## src/rtl/conv2d_mem_req_mc.sv

```systemverilog
// conv2d_mem_req_mc: weight/IFM read and OFM write request generator for a multi-channel strided 2D convolution
module conv2d_mem_req_mc #(
  parameter int WT_DIM = 3,
  parameter int DWIDTH = 32,
  parameter int AWIDTH = 32,
  parameter int CHW    = 8
) (
  input  logic              clk,
  input  logic              rst,
  input  logic              start_i,
  input  logic              wt_reuse_i,
  output logic              idle_o,
  output logic              done_o,
  input  logic [AWIDTH-1:0] fm_width_i,
  input  logic [AWIDTH-1:0] fm_height_i,
  input  logic [CHW-1:0]    num_ch_i,
  input  logic [3:0]        stride_i,
  input  logic [AWIDTH-1:0] wt_offset_i,
  input  logic [AWIDTH-1:0] ifm_offset_i,
  input  logic [AWIDTH-1:0] ofm_offset_i,
  output logic [AWIDTH-1:0] x_o,
  output logic [AWIDTH-1:0] y_o,
  output logic [CHW-1:0]    ch_o,
  output logic              pad_valid_o,
  output logic [AWIDTH-1:0] mem_req_addr_o,
  output logic              mem_req_valid_o,
  input  logic              mem_req_ready_i,
  output logic [DWIDTH-1:0] mem_req_data_o,
  output logic              mem_req_write_o,
  input  logic [DWIDTH-1:0] wdata_i,
  input  logic              wdata_valid_i
);
  localparam int HALF = WT_DIM >> 1;
  localparam logic [AWIDTH-1:0] KD = AWIDTH'(WT_DIM);
  localparam logic [AWIDTH-1:0] KLAST = AWIDTH'(WT_DIM - 1);
  localparam logic signed [AWIDTH+1:0] HALF_S = (AWIDTH+2)'(HALF);
  typedef enum logic [1:0] {IDLE, READ_WT, READ_IFM, WRITE_OFM} state_t;
  state_t state_q, state_d;
  logic [AWIDTH-1:0] w_q, w_d, h_q, h_d;
  logic [AWIDTH-1:0] wt_off_q, wt_off_d, ifm_off_q, ifm_off_d, ofm_off_q, ofm_off_d;
  logic [CHW-1:0]    nch_q, nch_d, c_q, c_d;
  logic [3:0]        s_q, s_d;
  logic [AWIDTH-1:0] m_q, m_d, n_q, n_d;
  logic [AWIDTH-1:0] xi_q, xi_d, yi_q, yi_d, x_q, x_d, y_q, y_d;
  // Linear output index; equals y*OW + x since outputs are written in raster order.
  logic [AWIDTH-1:0] oidx_q, oidx_d;
  logic signed [AWIDTH+1:0] ix, iy;
  logic halo, fire, last_el, n_wrap, m_wrap, c_wrap, xwrap, ywrap;
  logic [AWIDTH-1:0] n_nx, m_nx, wt_addr, ifm_addr, ofm_addr;
  logic [CHW-1:0] c_nx;
  logic [AWIDTH:0] xi_nx, yi_nx;
  // Window position, halo detection, counter stepping and request outputs.
  always_comb begin
    ix = $signed({2'b0, xi_q}) + $signed({2'b0, n_q}) - HALF_S;
    iy = $signed({2'b0, yi_q}) + $signed({2'b0, m_q}) - HALF_S;
    halo = ix < 0 || iy < 0 || ix >= $signed({2'b0, w_q}) || iy >= $signed({2'b0, h_q});
    n_wrap = n_q == KLAST;
    m_wrap = m_q == KLAST;
    c_wrap = c_q == nch_q - CHW'(1);
    last_el = n_wrap && m_wrap && c_wrap;
    n_nx = n_wrap ? '0 : n_q + 1'b1;
    m_nx = n_wrap ? (m_wrap ? '0 : m_q + 1'b1) : m_q;
    c_nx = (n_wrap && m_wrap) ? (c_wrap ? '0 : c_q + 1'b1) : c_q;
    xi_nx = {1'b0, xi_q} + (AWIDTH+1)'(s_q);
    yi_nx = {1'b0, yi_q} + (AWIDTH+1)'(s_q);
    xwrap = xi_nx >= {1'b0, w_q};
    ywrap = yi_nx >= {1'b0, h_q};
    wt_addr = wt_off_q + (AWIDTH'(c_q) * KD + m_q) * KD + n_q;
    ifm_addr = ifm_off_q + AWIDTH'(c_q) * w_q * h_q + iy[AWIDTH-1:0] * w_q + ix[AWIDTH-1:0];
    ofm_addr = ofm_off_q + oidx_q;
    idle_o = state_q == IDLE;
    pad_valid_o = state_q == READ_IFM && halo;
    mem_req_write_o = state_q == WRITE_OFM && wdata_valid_i;
    mem_req_valid_o = state_q == READ_WT || (state_q == READ_IFM && !halo) || mem_req_write_o;
    mem_req_addr_o = state_q == READ_WT ? wt_addr : state_q == READ_IFM ? ifm_addr : ofm_addr;
    mem_req_data_o = wdata_i;
    fire = mem_req_valid_o && mem_req_ready_i;
    done_o = state_q == WRITE_OFM && fire && xwrap && ywrap;
    x_o = x_q;
    y_o = y_q;
    ch_o = c_q;
  end
  // Next-state logic: config latch on start, element walk in read phases, pixel step on OFM write.
  always_comb begin
    state_d = state_q;
    w_d = w_q;
    h_d = h_q;
    nch_d = nch_q;
    s_d = s_q;
    wt_off_d = wt_off_q;
    ifm_off_d = ifm_off_q;
    ofm_off_d = ofm_off_q;
    c_d = c_q;
    m_d = m_q;
    n_d = n_q;
    xi_d = xi_q;
    yi_d = yi_q;
    x_d = x_q;
    y_d = y_q;
    oidx_d = oidx_q;
    case (state_q)
      IDLE: if (start_i) begin
        state_d = wt_reuse_i ? READ_IFM : READ_WT;
        w_d = fm_width_i;
        h_d = fm_height_i;
        nch_d = num_ch_i == '0 ? CHW'(1) : num_ch_i;
        s_d = stride_i == '0 ? 4'd1 : stride_i;
        wt_off_d = wt_offset_i;
        ifm_off_d = ifm_offset_i;
        ofm_off_d = ofm_offset_i;
        c_d = '0;
        m_d = '0;
        n_d = '0;
        xi_d = '0;
        yi_d = '0;
        x_d = '0;
        y_d = '0;
        oidx_d = '0;
      end
      READ_WT: if (fire) begin
        c_d = c_nx;
        m_d = m_nx;
        n_d = n_nx;
        state_d = last_el ? READ_IFM : READ_WT;
      end
      READ_IFM: if (halo || fire) begin
        c_d = c_nx;
        m_d = m_nx;
        n_d = n_nx;
        state_d = last_el ? WRITE_OFM : READ_IFM;
      end
      WRITE_OFM: if (fire) begin
        oidx_d = oidx_q + 1'b1;
        xi_d = xwrap ? '0 : xi_nx[AWIDTH-1:0];
        x_d = xwrap ? '0 : x_q + 1'b1;
        yi_d = xwrap ? (ywrap ? '0 : yi_nx[AWIDTH-1:0]) : yi_q;
        y_d = xwrap ? (ywrap ? '0 : y_q + 1'b1) : y_q;
        state_d = (xwrap && ywrap) ? IDLE : READ_IFM;
      end
      default: state_d = IDLE;
    endcase
  end
  // State and datapath registers with synchronous reset.
  always_ff @(posedge clk) begin
    if (rst) begin
      state_q <= IDLE;
      w_q <= '0;
      h_q <= '0;
      nch_q <= '0;
      s_q <= '0;
      wt_off_q <= '0;
      ifm_off_q <= '0;
      ofm_off_q <= '0;
      c_q <= '0;
      m_q <= '0;
      n_q <= '0;
      xi_q <= '0;
      yi_q <= '0;
      x_q <= '0;
      y_q <= '0;
      oidx_q <= '0;
    end else begin
      state_q <= state_d;
      w_q <= w_d;
      h_q <= h_d;
      nch_q <= nch_d;
      s_q <= s_d;
      wt_off_q <= wt_off_d;
      ifm_off_q <= ifm_off_d;
      ofm_off_q <= ofm_off_d;
      c_q <= c_d;
      m_q <= m_d;
      n_q <= n_d;
      xi_q <= xi_d;
      yi_q <= yi_d;
      x_q <= x_d;
      y_q <= y_d;
      oidx_q <= oidx_d;
    end
  end
endmodule

```

## config.mk

```make
export PLATFORM = sky130hd
export DESIGN_NAME = conv2d_mem_req_mc
export DESIGN_NICKNAME = d
export VERILOG_FILES = /design/src/rtl/conv2d_mem_req_mc.sv
export SDC_FILE = /design/constraint.sdc
export NUM_CORES = 2
export LEC_CHECK = 0
export ABC_AREA = 1
export BUFFER_PORTS_ARGS = -buffer_cell sky130_fd_sc_hd__buf_4
export CELL_PAD_IN_SITES_DETAIL_PLACEMENT = 1
export CELL_PAD_IN_SITES_GLOBAL_PLACEMENT = 2
export CORE_ASPECT_RATIO = 1.25
export CORE_MARGIN = 2
export CORE_UTILIZATION = 38
export DETAILED_ROUTE_END_ITERATION = 8
export GPL_ROUTABILITY_DRIVEN = 0
export PLACE_DENSITY = 0.95
export SYNTH_ARGS = -nofsm -noshare
export SYNTH_HDL_FRONTEND = slang
export SYNTH_SLANG_ARGS = --single-unit
```

## constraint.sdc

```tcl
create_clock -name clk -period 17.73 [get_ports clk]
set_input_delay 2.6595 -clock clk [delete_from_list [all_inputs] [get_ports clk]]
set_output_delay 2.6595 -clock clk [all_outputs]
set_load 0.005 [all_outputs]
```

* Word-level counts from Yosys, hierarchy flattened *
Cells that the tools add are included.

cells by class
  add/sub/neg operators = 20
  multipliers = 5
  magnitude comparators = 6
  equality and inequality tests = 11
  muxes and demuxes = 45
  reduce and logical (&&, ||, !) cells = 27

operators by type and width
  kind                     number
  $mux W32                 21
  $pmux W32 S2             5
  $add A32 B32 Y32         6
  $pmux W32 S3             2
  $add A32 B1 Y32 const B  5
  $ge A34 B33 Y1           2
  $lt A34 B1 Y1 const B    2
  $sub A33 B1 Y34 const B  2
  $add A32 B32 Y33         2
  $add A32 B4 Y33          2
  $ge A33 B32 Y1           2
  $eq A32 B2 Y1 const B    2
  $mul A32 B32 Y32         2
  $mux W8                  6
  $add A10 B32 Y32         1
  $mul A32 B2 Y32 const B  1
  $mul A8 B32 Y32          1
  $pmux W8 S3              1
  $mux W2                  7
  $reduce_and A4 Y1        3
  $logic_and A1 B1 Y1      10
  $mul A8 B2 Y10 const B   1
  $add A8 B1 Y8 const B    1
  $eq A8 B8 Y1             1
  17 further kinds         26

storage, ports and cells
  flip-flop bits (word level) = 406
  input port bits = 210
  output and inout port bits = 141
  logic and storage cells = 130

* Depth between registers and ports, before layout *
  depth after elaboration = 14
  depth in mapped cells = 62
  gate-level depth less buffers = 59

* Worst setup path after synthesis *
Ideal clock, no wire load.

  path type = reg2out
  from = reg c_q[3] (netlist: ch_o[3])
  to = out mem_req_addr_o[30]
  data arrival time = 11.851 ns
  data required time = 15.071 ns
  path slack = 3.220 ns
  stages on the path, launching flop included = 52
  path buffers = 4
  path through = dfxtp_1 > clkbuf_1 > clkbuf_1 > clkbuf_1 > nand2_1 > fa_1 > fa_1 > fa_1 > fa_1 > inv_1 > ha_1 > nand2_1 > nor2_1 > nand3_1 > nand3_1 > xor2_1 > inv_1 > clkbuf_1 > [16 not listed] > fa_1 > ha_1 > a21oi_1 > o21ai_0 > o21bai_1 > a21boi_1 > o21ai_0 > a21boi_1 > o21ai_0 > a21boi_1 > nor2_1 > o21ai_1 > nand2_1 > nand2_1 > nand2_1 > o21ai_1 > nand2_1 > nand2_1

on the way
  longest elaborated chain between the ends = 7
  elaborated cells on any way between the ends = 12
  classes of those cells = 6 x add/sub; 4 x mul; 2 x mux

RTL lines
  item                            line  RTL
  start, declared                 41    logic [CHW-1:0] nch_q, nch_d, c_q, c_d;
  start signal, assigned          154   c_q <= '0;
  start signal, assigned          171   c_q <= c_d;
  $mul A8 B32 Y32                 69    ifm_addr = ifm_off_q + AWIDTH'(c_q) * w_q * h_q + iy[AWIDTH-1:0] * w_q + ix[AWIDTH-1:0];
  $mul A32 B32 Y32                69
  $add A32 B32 Y32 (3 in series)  69
  $mux W32                        75    mem_req_addr_o = state_q == READ_WT ? wt_addr : state_q == READ_IFM ? ifm_addr : ofm_addr;
  $mux W32 *                      75
  end, declared                   25    output logic [AWIDTH-1:0] mem_req_addr_o,

Every way passes the cells marked *; elsewhere a longest branch is shown, timed or not.

* Final worst setup path *
  from = reg c_q[4] (netlist: ch_o[4])
  to = out mem_req_addr_o[27]

The elaborated chain is that of the path after synthesis.

==> results list <==
- Arrival @ worst endpoint: ~15 ns
* Routed length per placed instance: 24.5 um
- Crit path largest cell delay: 1.01 ns
* Most area-hungry cell type in the Yosys netlist: sky130_fd_sc_hd__fa_1
- Via-to-Cell Ratio: 5.42
- The clock drives 406 sinks.
- Stages on worst setup path: 42
- Critical path's top delay family: adder cells
* Fraction of registers with async set/reset: 0%
- Starting Density: 38.1%
* Total negative slack: 0 ns
- Proportion of layout cells with a drive suffix above 1: roughly 5.8%
- The flow ran to the end, and the final reports show no timing, DRC or antenna violations.
* First-pass GRT wire length: 473,000 um
- Cells fill approximately two fifths of the core in the end.
- Avg Synthesized Cell Area: 7.31 um^2
- Syn Inst Count: 10,200
- Counting stages on the worst path, the most repeated cell is sky130_fd_sc_hd__fa_1.
- GRT Residual Overflow: 0
- Based on the critical path, the design can be clocked at up to approximately 58 MHz.
* Final HPWL from detailed placement: between 200,000 and 300,000 um
- DR DRC count: 0
* Max-slew violation count: 0
* Flip-flop cell with the highest count after synthesis: sky130_fd_sc_hd__dfxtp_1
- Of the synthesized area, sequential elements account for between 10% and 20%.
* Placement Rows: 182
- Layout Skew: ~0.054 ns
- Summing every instance area after synthesis gives 0.0748 mm^2.
- The clock passes through at most 3 buffers.
- For this design, the slowest cell found on the critical path is sky130_fd_sc_hd__dfxtp_1.
* Fraction of post-synthesis cell area in the top cell type by area: 31.1%
- Setup repair after global routing left no endpoint under its margin.
* Type of destination of the critical path: output port
* Number of global-route vias before repair: 76,700
- CTS root buffer: sky130_fd_sc_hd__clkbuf_16
- Clock-pin slew was measured on the worst setup and hold paths at around 0.06 ns.
* Placed cell area: slightly below 0.08 mm^2
- WL final: 318,000 um
* Number of detailed-route iterations in the first pass: 6
* Core Area: 0.196 mm^2
* Number of buffer and inverter stages on the critical path: 9
* H-Tree Depth: 2
- For the worst-skew pair, the clock arrives at the later sink with an insertion delay of approximately 0.74 ns.
- Number of violations reported at the end of detailed-routing iteration 0: 4,501
- Die width: 401 um
- Startpoint class of the critical path: flip-flop
- Top fanout value on the critical path: 25
- Number of ports placed on the die boundary: 351
- Placed cell count: 12,800
- The die covers 0.200 mm^2.
- Post-layout instance area: between 0.08 and 0.09 mm^2
- TritonCTS built the clock tree.
- Final Hold Vio Count: 0
- Global routing used approximately a third of the available tracks across all layers.
- Across the run, the number of max-cap violations was 0.
- Residual antenna-violating net count after detailed routing: 0
- Setup violations remaining at the end of the flow were counted as 0.
* Post-route fraction of the period consumed by the critical path: 96.8%
* Ys Warns: 0
* Worst hold path stage count: 2
- Largest net degree at the start of global routing: 135
- Class of the tightest hold or removal check: reg2reg
- TritonCTS created 53 clock buffers.
- The library cell used most frequently in the layout, excluding fill and tap cells, is sky130_fd_sc_hd__nand2_1.
- Synthesis inferred 406 register bits.
- Worst Reg-to-Reg Cells: 40
- The synthesized netlist contains 57 unique library cells.
- Buffers placed on the I/O ports in this run total approximately 290.
* Slew at the pin closest to its max-slew limit: 1.24 ns
- Critical path type: reg2out
* Highest-count cells in the layout ignoring fill and taps: sky130_fd_sc_hd__nand2_1 (2,241), sky130_fd_sc_hd__inv_1 (2,196), sky130_fd_sc_hd__fa_1 (1,162)
- The count of cells in the finished layout, fillers not included, comes to 12,900.
- Post-synthesis to final-layout area growth: 8.83%
- After clock tree synthesis, the repair step resized 0 gates.
- The clock period could shrink to 17.17 ns.
- By area the synthesized netlist is led by sky130_fd_sc_hd__fa_1 (31%), sky130_fd_sc_hd__nand2_1 (11%), sky130_fd_sc_hd__inv_1 (11%).
* Count of nets after finishing: 12,300
- Buffers added to address setup during post-CTS repair amount to 0.
* Die span in y: 500 um
- STA puts the critical path data required time at about 15 ns.
* Slew HR: 17.1%
- Number of flops mapped to enable cells by yosys: 0
- The detailed router placed 70,200 vias in this run.
* Count of hold-fix buffers inserted at cts: 0
- Synthesized net count: 12,300
* Initial antenna violation count: 22
[routing by layer]
| layer | GRT usage (%) | part of all wire [%] | up-vias |
|---|---|---|---|
| met5 | 0 | 0.027 | - |
| met4 | 26.5 | 10 | 12 |
| met3 | 5.94 | 7.2 | 1163 |
| met2 | 52.2 | 46 | 2859 |
| met1 | 34.9 | 36 | 35000 |
| li1 | - | - | 31200 |
[metrics by stage]
step / hold slack [ns] / worst slack, ns
6_report: 0.485 / 0.564
5_1_grt: 0.496 / 0.0821
4_1_cts: 0.482 / 0.780
3_5_place_dp: 0.472 / 1.64
3_3_place_gp: 0.464 / 1.85
2_1_floorplan: 0.448 / 3.22
[synthesized netlist by cell type, types with 5 or more instances]
library cell and count:
sky130_fd_sc_hd__nand2_1 2243, sky130_fd_sc_hd__inv_1 2200, sky130_fd_sc_hd__fa_1 1162, sky130_fd_sc_hd__nor2_1 911
sky130_fd_sc_hd__ha_1 652, sky130_fd_sc_hd__a21oi_1 542, sky130_fd_sc_hd__dfxtp_1 406, sky130_fd_sc_hd__nand3_1 376
sky130_fd_sc_hd__o21ai_0 350, sky130_fd_sc_hd__clkbuf_1 303, sky130_fd_sc_hd__xor2_1 248, sky130_fd_sc_hd__nor3_1 166
sky130_fd_sc_hd__nand4_1 112, sky130_fd_sc_hd__xnor2_1 85, sky130_fd_sc_hd__nor4_1 69, sky130_fd_sc_hd__buf_4 45
sky130_fd_sc_hd__nand3b_1 35, sky130_fd_sc_hd__nor3b_1 31, sky130_fd_sc_hd__a31oi_1 29, sky130_fd_sc_hd__buf_1 29
sky130_fd_sc_hd__buf_2 28, sky130_fd_sc_hd__clkinv_1 26, sky130_fd_sc_hd__o21bai_1 21, sky130_fd_sc_hd__a22oi_2 18
sky130_fd_sc_hd__a211oi_1 16, sky130_fd_sc_hd__inv_2 15, sky130_fd_sc_hd__o211ai_1 12, sky130_fd_sc_hd__or2_2 12
sky130_fd_sc_hd__a21o_1 9, sky130_fd_sc_hd__nand2_2 9, sky130_fd_sc_hd__and2_1 8, sky130_fd_sc_hd__o21a_1 8
sky130_fd_sc_hd__a22oi_1 7, sky130_fd_sc_hd__o21ai_1 6, sky130_fd_sc_hd__buf_6 5
[worst reg2reg max path, delay by kind of cell (launching register included)]
kind / cells / cell delay, ns
AOI/OAI and AO/OA: 12 / 3.13
xor gates and xnor gates: 1 / 0.20
adders and majority gates: 4 / 1.29
buffers and inverters: 6 / 1.23
DFF: 1 / 0.38
and+or+nand+nor: 17 / 2.64
[sequential cells by signal, summed over array words and instances (netlist names)]
signal and flops:
y_o 32, s_q 4, xi_q 32, ofm_off_q 32
wt_off_q 32, nch_q 8, w_q 32, state_q 2
x_o 32, n_q 32, yi_q 32, ch_o 8
oidx_q 32, ifm_off_q 32, h_q 32, m_q 32
[final cells by class]
| class | count | area, um^2 |
|---|---|---|
| Inverter | 2241 | 8420 |
| Tap cell | 2576 | 3220 |
| Sequential cell | 406 | 8140 |
| Fill cell | 24700 | 115000 |
| Clock buffer | 65 | 1430 |
| Clock inverter | 32 | 403 |
| Timing Repair Buffer | 425 | 3200 |
| Antenna cell | 31 | 77.6 |
| Multi-Input combinational cell | 7173 | 56500 |
[path summary, 6_finish.rpt]
check                              from                  to  slack (ns)
worst min-delay path            y_o[12]             y_o[12]        0.48
worst max-delay path            ch_o[4]  mem_req_addr_o[27]        0.56
worst min register to register  y_o[12]             y_o[12]        0.48
worst max register to register   n_q[1]             ch_o[1]        8.65
[logic make-up after synthesis]
group | after synthesis | share of synthesized area, %
AOI/OAI and AO/OA | 1044 | 7.59
xor gates and xnor gates | 334 | 3.93
adders and majority gates | 1814 | 42.0
buffers and inverters | 2651 | 13.6
DFF | 406 | 10.9
and+or+nand+nor | 3981 | 22.0
Power is not shown: default switching activity piles up to over one toggle a cycle in this logic, so the estimate is an artifact.
